File: src/rtl/hazard_ctrl.sv
// Pipeline hazard unit: load-use stalls, branch flushes, instruction-memory wait
// handling with a post-reset boot hold, operand forwarding and perf counters.
module hazard_ctrl #(
  parameter int BOOT_CYCLES = 2,
  parameter int CNT_W       = 16
) (
  input  logic             clk,
  input  logic             rst,
  input  logic [4:0]       Rs1D,
  input  logic [4:0]       Rs2D,
  input  logic [4:0]       Rs1E,
  input  logic [4:0]       Rs2E,
  input  logic [4:0]       RdE,
  input  logic             ResultSrcE0,
  input  logic             PCSrcE,
  input  logic [4:0]       RdM,
  input  logic [4:0]       RdW,
  input  logic             RegWriteM,
  input  logic             RegWriteW,
  input  logic             imem_ready,
  output logic             StallF,
  output logic             StallD,
  output logic             FlushD,
  output logic             FlushE,
  output logic [1:0]       ForwardAE,
  output logic [1:0]       ForwardBE,
  output logic [CNT_W-1:0] stall_cnt,
  output logic [CNT_W-1:0] flush_cnt,
  output logic [1:0]       dbg_state
);

  typedef enum logic [1:0] {
    BOOT  = 2'd0,
    FETCH = 2'd1,
    DROP  = 2'd2
  } state_t;

  localparam int BW = (BOOT_CYCLES < 2) ? 1 : $clog2(BOOT_CYCLES + 1);
  localparam logic [BW-1:0] BOOT_LOAD = BW'(BOOT_CYCLES);
  localparam state_t RST_STATE = (BOOT_CYCLES == 0) ? FETCH : BOOT;

  state_t          state;
  logic [BW-1:0]   boot_cnt;
  logic            lw_stall;

  assign lw_stall  = ResultSrcE0 && (RdE != 5'd0) && ((Rs1D == RdE) || (Rs2D == RdE));
  assign dbg_state = state;

  function automatic logic [1:0] fwd_sel(input logic [4:0] rs, input logic wm,
                                         input logic [4:0] rdm, input logic ww,
                                         input logic [4:0] rdw);
    if (wm && (rdm != 5'd0) && (rdm == rs))      fwd_sel = 2'b10;
    else if (ww && (rdw != 5'd0) && (rdw == rs)) fwd_sel = 2'b01;
    else                                         fwd_sel = 2'b00;
  endfunction

  assign ForwardAE = fwd_sel(Rs1E, RegWriteM, RdM, RegWriteW, RdW);
  assign ForwardBE = fwd_sel(Rs2E, RegWriteM, RdM, RegWriteW, RdW);

  always_comb begin
    StallF = 1'b1;
    StallD = 1'b0;
    FlushD = 1'b1;
    FlushE = 1'b1;
    if (rst || state == BOOT) begin
      StallF = 1'b1;
      StallD = 1'b0;
      FlushD = 1'b1;
      FlushE = 1'b1;
    end else if (state == DROP) begin
      // The in-flight fetch is stale; ID keeps receiving bubbles until it returns.
      StallF = !PCSrcE;
      StallD = 1'b0;
      FlushD = 1'b1;
      FlushE = PCSrcE ? 1'b1 : lw_stall;
    end else if (state == FETCH) begin
      if (PCSrcE) begin
        StallF = 1'b0;
        StallD = 1'b0;
        FlushD = 1'b1;
        FlushE = 1'b1;
      end else if (lw_stall) begin
        StallF = 1'b1;
        StallD = 1'b1;
        FlushD = 1'b0;
        FlushE = 1'b1;
      end else if (!imem_ready) begin
        StallF = 1'b1;
        StallD = 1'b0;
        FlushD = 1'b1;
        FlushE = 1'b0;
      end else begin
        StallF = 1'b0;
        StallD = 1'b0;
        FlushD = 1'b0;
        FlushE = 1'b0;
      end
    end
  end

  always_ff @(posedge clk) begin
    if (rst) begin
      state     <= RST_STATE;
      boot_cnt  <= BOOT_LOAD;
      stall_cnt <= '0;
      flush_cnt <= '0;
    end else begin
      case (state)
        BOOT: begin
          if (boot_cnt <= BW'(1)) state <= FETCH;
          if (boot_cnt != '0) boot_cnt <= boot_cnt - BW'(1);
        end
        FETCH: if (PCSrcE && !imem_ready) state <= DROP;
        DROP:  if (!PCSrcE && imem_ready) state <= FETCH;
        default: state <= FETCH;
      endcase
      // Counters saturate so long runs never wrap back to small values.
      if (state != BOOT) begin
        if (StallF && stall_cnt != '1) stall_cnt <= stall_cnt + CNT_W'(1);
        if (PCSrcE && flush_cnt != '1) flush_cnt <= flush_cnt + CNT_W'(1);
      end
    end
  end

endmodule

File: config.mk
export PLATFORM = sky130hd
export DESIGN_NAME = hazard_ctrl
export DESIGN_NICKNAME = d
export VERILOG_FILES = /design/src/rtl/hazard_ctrl.sv
export SDC_FILE = /design/constraint.sdc
export NUM_CORES = 1
export LEC_CHECK = 0
export ABC_AREA = 1
export BUFFER_PORTS_ARGS = -buffer_cell sky130_fd_sc_hd__buf_2
export CELL_PAD_IN_SITES_DETAIL_PLACEMENT = 1
export CELL_PAD_IN_SITES_GLOBAL_PLACEMENT = 1
export CORE_MARGIN = 10
export CORE_UTILIZATION = 30
export DETAILED_ROUTE_END_ITERATION = 10
export GPL_TIMING_DRIVEN = 0
export MAX_ROUTING_LAYER = met4
export PLACE_DENSITY = 0.68
export RECOVER_POWER = 100
export SLEW_MARGIN = 10
export SYNTH_ARGS = -nofsm -noshare
export SYNTH_HDL_FRONTEND = slang
export SYNTH_SLANG_ARGS = --single-unit
File: constraint.sdc
create_clock -name clk -period 3.7 [get_ports clk]
set_clock_uncertainty 0.15 [all_clocks]
set_input_delay 0.555 -clock clk [delete_from_list [all_inputs] [get_ports clk]]
set_output_delay 0.555 -clock clk [all_outputs]
set_load 0.005 [all_outputs]
Word level (Yosys, flattened, before mapping)

Cells that the tools add are included.

Bits in registers: 36

Add/subtract/negate cells: 3
Multiplexer cells: 29
Reductions and logical operators: 26
Equal/unequal tests: 13
Order comparisons: 1

Operator list:

| operator                                                                          | number |
|---|---|
| 16-bit by 1-bit adder with 16-bit output (second input constant)                  | 2 |
| 16-bit != test (second input constant)                                            | 2 |
| 5-bit == test                                                                     | 6 |
| 1-bit two-way mux                                                                 | 23 |
| 5-bit nonzero test                                                                | 3 |
| 1-bit logical AND                                                                 | 12 |
| 2-bit two-way mux                                                                 | 5 |
| 2-bit by 1-bit != test with 1-bit output (second input constant)                  | 3 |
| 2-bit one-hot mux with 3 select lines                                             | 1 |
| 2-bit AND reduction                                                               | 3 |
| 2-bit nonzero test                                                                | 2 |
| 3-bit AND reduction                                                               | 1 |
| 2-bit by 1-bit == test with 1-bit output (second input constant)                  | 1 |
| 2-bit == test (second input constant)                                             | 1 |
| 2-bit by 1-bit less-or-equal comparator with 1-bit output (second input constant) | 1 |
| 1-bit zero test                                                                   | 2 |
| 2-bit zero test                                                                   | 1 |
| 1-bit logical OR                                                                  | 2 |
| 2-bit by 1-bit subtractor with 2-bit output (second input constant)               | 1 |

Longest topological paths before layout

Gate-level depths: netlist (run 1).

Depth after elaboration: 10
Gate-level depth with buffers: 14

Least setup slack after synthesis (run 1)

Ideal clock, no wire load.

Kind: input -> output
Start: in RdM[0]
End: out ForwardAE[0]
Data arrival time: 1.374 ns
Path slack: 1.621 ns
Data required time: 2.995 ns
Path buffers: 0
Cell stages on the path: 4
Path through: or2_2 o41ai_1 nor4_1 nor2_1

Longest elaborated chain between the ends: 4
Elaborated cells on any way between the ends: 5
Classes of those cells: eq/ne: 1; mux: 1; reduce/logical: 3

Ends and longest elaborated chain:

| element             | line | source |
|---|---|---|
| from (decl)         | 16   | `input logic [4:0] RdM,` |
| 5-bit nonzero test  | 52   | `if (wm && (rdm != 5'd0) && (rdm == rs)) fwd_sel = 2'b10;` |
| 1-bit logical AND   | 52   |  |
| 1-bit logical AND * | 52   |  |
| 2-bit two-way mux * | 52   |  |
| to (decl)           | 25   | `output logic [1:0] ForwardAE,` |

Every way passes the cells marked *; elsewhere a longest branch is shown, timed or not.

Worst setup path in the final report (run 1)

Start: in RdE[2]
End: out StallF

Longest elaborated chain between the ends: 8
Elaborated cells on any way between the ends: 11
Classes of those cells: eq/ne: 2; mux: 5; reduce/logical: 4

Ends and longest elaborated chain:

| element                                                      | line | source |
|---|---|---|
| from (decl)                                                  | 13   | `input logic [4:0] RdE,` |
| 5-bit == test / 5-bit nonzero test (equally long branches)   | 46   | `assign lw_stall = ResultSrcE0 && (RdE != 5'd0) && ((Rs1D == RdE) \|\| (Rs2D == RdE));` |
| 1-bit logical OR / 1-bit logical AND (equally long branches) | 46   |  |
| 1-bit logical AND *                                          | 46   |  |
| 1-bit two-way mux *                                          | 82   | `end else if (lw_stall) begin` |
| 1-bit two-way mux *                                          | 77   | `if (PCSrcE) begin` |
| 1-bit two-way mux *                                          | 76   | `end else if (state == FETCH) begin` |
| 1-bit two-way mux *                                          | 70   | `end else if (state == DROP) begin` |
| 1-bit two-way mux *                                          | 65   | `if (rst \|\| state == BOOT) begin` |
| to (decl)                                                    | 21   | `output logic StallF,` |

Marked as above.

==> impl_results.md, run 1 <==
- Status: complete, no violations
- Met1 usage: 15.10%
- Post-CTS Resized: 0
- Final Hold Viols: 0
- CTS Buf Count: 5
- Avg Cell Area, Syn: 6.638 um2
- Rel. slew slack: 66.05%
- Synth Register Bits: 36
- Area grow syn2layout: 22.07%
- GR Util All Layers: 13.60%
- Critical Path RT: 2.99 ns
- Antenna-violating nets left: 0
- CP most frequent cell: nand2_1
- Net Sw Frac: 33.76%
- Int Power: 0.0007609 W
- Final min period: 2.776 ns
- Chip Height: 112.5 um
- Leakage power: 1.282 nW
- Crit path kind: in2out
- Register area share after synthesis: 28.06%
- Pwr/cell area: 366.4 nW/um2
- Period utilization: 75.02%
- Post-route DRC: 0
- Initial core utilization: 31.11%
- Gr busiest metal: met2
- Clock latency on the worst-skew pair: 0.30 ns
- Share of power burned in the clock network: 34.1%
- Met2 Use GR: 24.49%
- Sequential share of power: 38.3%
- IO Pins: 84
- Clk slew on worst S/H paths: 0.07 ns
- FP Rows: 33
- Cell Area, Synth: 2569 um2
- Core area: 8258 um2
- Arr. time, crit path: 2.07 ns
- Max-cap violations: 0
- Finished Layout Cells: 582
- Initial antenna violation count: 0
- Max VDD drop: 0.1810 mV
- Wirelength per Cell: 14.60 um
- Slowest stage delay, CP: 0.37 ns
- Hold-fix buffers at CTS: 0
- Met3 usage: 2.556%
- Setup violations, final: 0
- Worst path bufs/invs: 4
- Clock sink count: 36
- PortBufs: 82
- Ys Warns: 0
- Via density: 4.768
- Tightest Pin Transition: 0.5092 ns
- Hold Crit Class: reg2reg
- Clock root buffer: clkbuf_8
- Commonest non-fill, non-tap cell in the layout: nand2_1
- Combinational share of power: 27.6%
- Largest net degree at the start of global routing: 12
- Vias in the first global route: 2950
- Slew Viols, Final: 0
- Final WL: 8.496 mm
- Placed cell count: 574
- DR iter-0 viols: 65
- Post-DP HPWL: 7.032 mm
- Final-stage net count: 522
- Layout cells sized above 1: 14.05%
- Post-synth EDFFs: 0
- Post-synth net total: 433
- RSZ-0062 raised after global routing: false
- Post-synth cell types: 34
- Fin Setup TNS: 0 ns
- Initial DRT Pass Iterations: 4
- Fmax: 360.3 MHz
- Die area: 12660 um2
- Slowest CP cell: clkbuf_1
- Sw power: 0.0003878 W
- Die W: 112.5 um
- GP Congestion: 0.8869
- Synth Flop Type: dfxtp_1
- CP max FO: 10
- Total setup buffers inserted after CTS: 0
- # diodes: 0
- Most frequent cells in the layout: nand2_1, clkbuf_1, inv_1, buf_2, dfxtp_1
- First-pass GRT wire length: 14.25 mm
- Asr flop ratio synth: 0%
- Worst-path cell chain: clkbuf_1 -> inv_2 -> nand2_1 -> nand2_1 -> nor2_1 -> nand3_1 -> nand2_1 -> nand2_1 -> nand2_1 -> nand2_1 -> nand2_4 -> clkbuf_1 -> buf_2
- CTS tree: yes
- DR vias: 2775
- Startpoint Class: primary input
- Gate Count Post-Synth: 387
- Total grt overflow: 0
- Cell family with most CP delay: buffers and inverters
- Setup crit end kind: output port
- Bufs on Longest Clock Path: 2
- H-Tree Depth: 2
power by group through the flow:
stage / Clock [W] / Combinational [W] / Sequential, W
3_5_place_dp: 0 / 0.000346 / 0.000448
2_1_floorplan: 0 / 0.000222 / 0.000444
4_1_cts: 0.000406 / 0.000348 / 0.000439
6_report: 0.000392 / 0.000317 / 0.000440
5_1_grt: 0.000420 / 0.000368 / 0.000444
3_3_place_gp: 0 / 0.000336 / 0.000446
Yosys cell counts, drive strengths merged, types with 2 or more instances:
| master | instances | area share (%) |
|---|---|---|
| dfxtp | 36 | 28 |
| nor2 | 30 | 4.4 |
| buf | 5 | 1.6 |
| nand2 | 93 | 14 |
| clkbuf | 4 | 0.58 |
| nand4 | 9 | 2.2 |
| o41ai | 2 | 0.68 |
| inv | 50 | 7.3 |
| clkinv | 2 | 0.29 |
| xor2 | 28 | 9.5 |
| ha | 4 | 1.9 |
| nor3 | 17 | 4.3 |
| o21ai | 11 | 2.3 |
| a21oi | 31 | 6.2 |
| nand3 | 35 | 6.8 |
| or2 | 3 | 0.73 |
| xnor2 | 15 | 5.1 |
| nor4 | 7 | 1.9 |
cells by family after synthesis:
| logic type | after synthesis | share of synthesized area [%] |
|---|---|---|
| AOI/OAI and AO/OA | 48 | 10.42 |
| xor gates and xnor gates | 43 | 14.66 |
| adders and majority gates | 4 | 1.948 |
| buffers and inverters | 61 | 9.742 |
| DFF | 36 | 28.06 |
| and+or+nand+nor | 195 | 35.17 |
state kept, by name, summed over array words and instances (netlist names):
| register | flops |
|---|---|
| boot_cnt | 2 |
| dbg_state | 2 |
| flush_cnt | 16 |
| stall_cnt | 16 |
routing by layer:
metal / share of wire (%) / up-vias
met5: 0 / -
met4: 1.1 / 0
met3: 2.6 / 9
met2: 51 / 40
met1: 46 / 1292
li1: - / 1434
final timing paths:
check	start	slack, ns	cells after the start	to
min reg2reg	boot_cnt[1]	0.34	2	boot_cnt[1]
max reg2reg	stall_cnt[0]	1.12	10	stall_cnt[7]
min	boot_cnt[1]	0.34	2	boot_cnt[1]
max	RdE[2]	0.92	13	StallF
final cells by class:
cell class                      instances  area, um2
Multi-Input combinational cell        290       1556
Buffer                                  9      41.29
Clock buffer                            7      96.34
Sequential cell                        36      720.7
Tap cell                              105      131.4
Inverter                               52      195.2
Fill cell                            1117       5122
Clock inverter                          1      30.03
Timing Repair Buffer                   82      364.1
stage by stage:
stage	hold slack (ns)	cell area, um2	total power [W]	worst slack [ns]	utilization (%)
global route	0.3745	3136	0.001232	0.6591	37.97
detailed placement	0.3266	3110	0.0007946	1.178	37.67
CTS	0.3480	3237	0.001193	1.173	39.20
floorplan	0.2926	2569	0.0006662	1.621	-
global placement	0.3029	3110	0.0007824	1.202	37.67
finish	0.3435	3136	0.001149	0.9243	37.97
worst min-delay path, delay by kind of cell (launching register included):
kind / cells / cell delay (ns)
AOI/OAI and AO/OA: 2 / 0.12
DFF: 1 / 0.33
Note: power is estimated with default switching activity, not from simulation.
==> run 2, diff against run 1 <==
==> constraint.sdc (replaced) <==
create_clock -name clk -period 2.7 [get_ports clk]
set_clock_uncertainty 0.15 [all_clocks]
set_input_delay 0.405 -clock clk [delete_from_list [all_inputs] [get_ports clk]]
set_output_delay 0.405 -clock clk [all_outputs]
set_load 0.005 [all_outputs]
==> run 2 against run 1 <==
Largest power group unchanged. Sequential power grew 37%. Critical endpoint unchanged. Utilization is 0.44 points higher. Register-to-register slack got worse by 0.73 ns.
==> impl_results.md, run 2 (synthesized netlist as in run 1, its figures left out) <==
- IO Pins: 84 (unchanged)
- Hold-fix buffers at CTS: 0 (unchanged)
- Tightest Pin Transition: 0.5132 ns (+0.003960 ns)
- Net Sw Frac: 33.69% (-0.073 points)
- Clk slew on worst S/H paths: 0.07 ns (about the same)
- Startpoint Class: primary input
- Vias in the first global route: 2950 (unchanged)
- Clock latency on the worst-skew pair: 0.30 ns (about the same)
- Setup violations, final: 0 (unchanged)
- GP Congestion: 0.8869 (unchanged)
- Total grt overflow: 0 (unchanged)
- Fin Setup TNS: 0 ns (unchanged)
- Initial antenna violation count: 0 (unchanged)
- RSZ-0062 raised after global routing: false
- Final Hold Viols: 0 (unchanged)
- Critical Path RT: 2.14 ns (-0.85 ns)
- Util after Layout: 38.41% (+0.44 points)
- Total setup buffers inserted after CTS: 0 (unchanged)
- Met1 wire length: 3.900 mm (+0.88%)
- Crit Reg-Reg Endpoint: stall_cnt[7]
- Crit. Startpoint: RdE[2]
- Detailed route wirelength on metal2: 4.349 mm (+0.69%)
- Max VDD drop: 0.2571 mV (+42%)
- Die area: 12660 um2 (unchanged)
- Initial DRT Pass Iterations: 4 (unchanged)
- Core area: 8258 um2 (unchanged)
- Post-CTS Resized: 0 (unchanged)
- Max-cap violations: 0 (unchanged)
- Hold Crit Class: in2reg
- Period utilization: 86.45%
- Design area: 3172 um2 (+1.2%)
- Antenna-violating nets left: 0 (unchanged)
- DR iter-0 viols: 63 (-3.1%)
- Final min period: 2.334 ns
- FP Rows: 33 (unchanged)
- Share of power burned in the clock network: 33.7% (-0.4 points)
- Layout cells sized above 1: 15.72% (+1.7 points)
- First-pass GRT wire length: 14.25 mm (unchanged)
- Register-to-Register Path Depth: 9 (-1)
- Clock sink count: 36 (unchanged)
- WL met3: 204 um (-6.4%)
- Sw power: 0.0005359 W (+38%)
- Regs by FF count: flush_cnt: 16 flops, stall_cnt: 16 flops
- # fillers: 1107 (-0.90%)
- Area grow syn2layout: 23.48%
- PortBufs: 82 (unchanged)
- Reg2Reg Setup Slack: 0.39 ns (-0.73 ns)
- Setup crit end kind: output port
- Initial core utilization: 31.11% (unchanged)
- CTS Buf Count: 5 (unchanged)
- Die W: 112.5 um (unchanged)
- Clock root buffer: clkbuf_8
- CP max FO: 10 (unchanged)
- Combinational share of power: 28.4% (+0.8 points)
- Leakage power: 1.316 nW (+2.6%)
- Critical R2R Launch: stall_cnt[0]
- Dpl cell area: 3110 um2 (unchanged)
- # diodes: 0 (unchanged)
- Rel. slew slack: 65.79% (-0.26 points)
- Final-stage net count: 522 (unchanged)
- Highest metal layer with signal wires: met4
- Fmax: 428.4 MHz
- GR Util All Layers: 13.60% (unchanged)
- Most frequent cells in the layout: nand2_1, buf_2, inv_1
- Commonest non-fill, non-tap cell in the layout: nand2_1
- Pwr/cell area: 501.5 nW/um2 (+37%)
- Chip Height: 112.5 um (unchanged)
- DR vias: 2774 (-0.036%)
- Sequential share of power: 37.9% (-0.4 points)
- Status: complete, no violations
- Post-route DRC: 0 (unchanged)
- Via density: 4.766 (about the same)
- Int Power: 0.001055 W (+39%)
- Bufs on Longest Clock Path: 2 (unchanged)
- Arr. time, crit path: 1.78 ns (-0.29 ns)
- Wirelength per Cell: 14.66 um (+0.40%)
- Critical path endpoint: StallF
- Crit path kind: in2out
- Largest net degree at the start of global routing: 12 (unchanged)
- H-Tree Depth: 2 (unchanged)
- Slew Viols, Final: 0 (unchanged)
- Final WL: 8.530 mm (+0.40%)
- Post-DP HPWL: 7.032 mm (unchanged)
- CTS tree: yes
run 2: changes by cell type in the layout (fill, tap and decap cells not counted), sizes merged:
cell	before	now
buf	45	47
clkbuf	53	51
run 2: per-stage QoR:
step,hold slack (ns),power (W),worst slack (ns),cells
after floorplan,0.2926,0.0009129,0.8426,387
after global placement,0.3029,0.001072,0.5024,574
after detailed placement,0.3266,0.001089,0.4780,574
after CTS,0.2470,0.001635,0.4562,582
after global routing,0.2820,0.001705,0.1344,582
final,0.2563,0.001591,0.3658,582
run 2: metal layers:
metal  vias up  global-route usage [%]
li1       1430                       -
met1      1301                   15.10
met5         -                       -
met4         0                   3.215
met2        35                   24.49
met3         8                   2.556
run 2: final cells by class:
class	count	area [um2]	area share [%]
Buffer	9	52.55	1.657
Clock buffer	7	96.34	3.037
Clock inverter	1	30.03	0.9467
Inverter	52	195.2	6.154
Multi-Input combinational cell	290	1582	49.86
Sequential cell	36	720.7	22.72
Tap cell	105	131.4	4.142
Timing Repair Buffer	82	364.1	11.48
run 2: worst min path at each step:
stage	slack (ns)	start	to	cells past startpoint
detailed placement	0.33	boot_cnt[1]	boot_cnt[1]	2
CTS	0.25	imem_ready	dbg_state[1]	4
global placement	0.30	boot_cnt[1]	boot_cnt[1]	2
floorplan	0.29	boot_cnt[1]	boot_cnt[1]	2
finish	0.26	imem_ready	dbg_state[1]	4
global route	0.28	imem_ready	dbg_state[1]	4
run 2: power by group through the flow:
stage | combinational, W | sequential (W) | clock, W
2_1_floorplan | 0.000304 | 0.000609 | 0
3_3_place_gp | 0.000461 | 0.000611 | 0
3_5_place_dp | 0.000474 | 0.000614 | 0
4_1_cts | 0.000477 | 0.000602 | 0.000556
5_1_grt | 0.000521 | 0.000609 | 0.000576
6_report | 0.000452 | 0.000602 | 0.000536
run 2: critical path: stages:
cell and delay (ns):
clkbuf_1 0.14, inv_2 0.07, nand2_1 0.06, nand2_1 0.05
nor2_1 0.11, nand3_1 0.08, nand2_1 0.07, nand2_1 0.10
nand2_1 0.08, nand2_1 0.08, nand2_4 0.13, clkbuf_2 0.25
buf_2 0.16
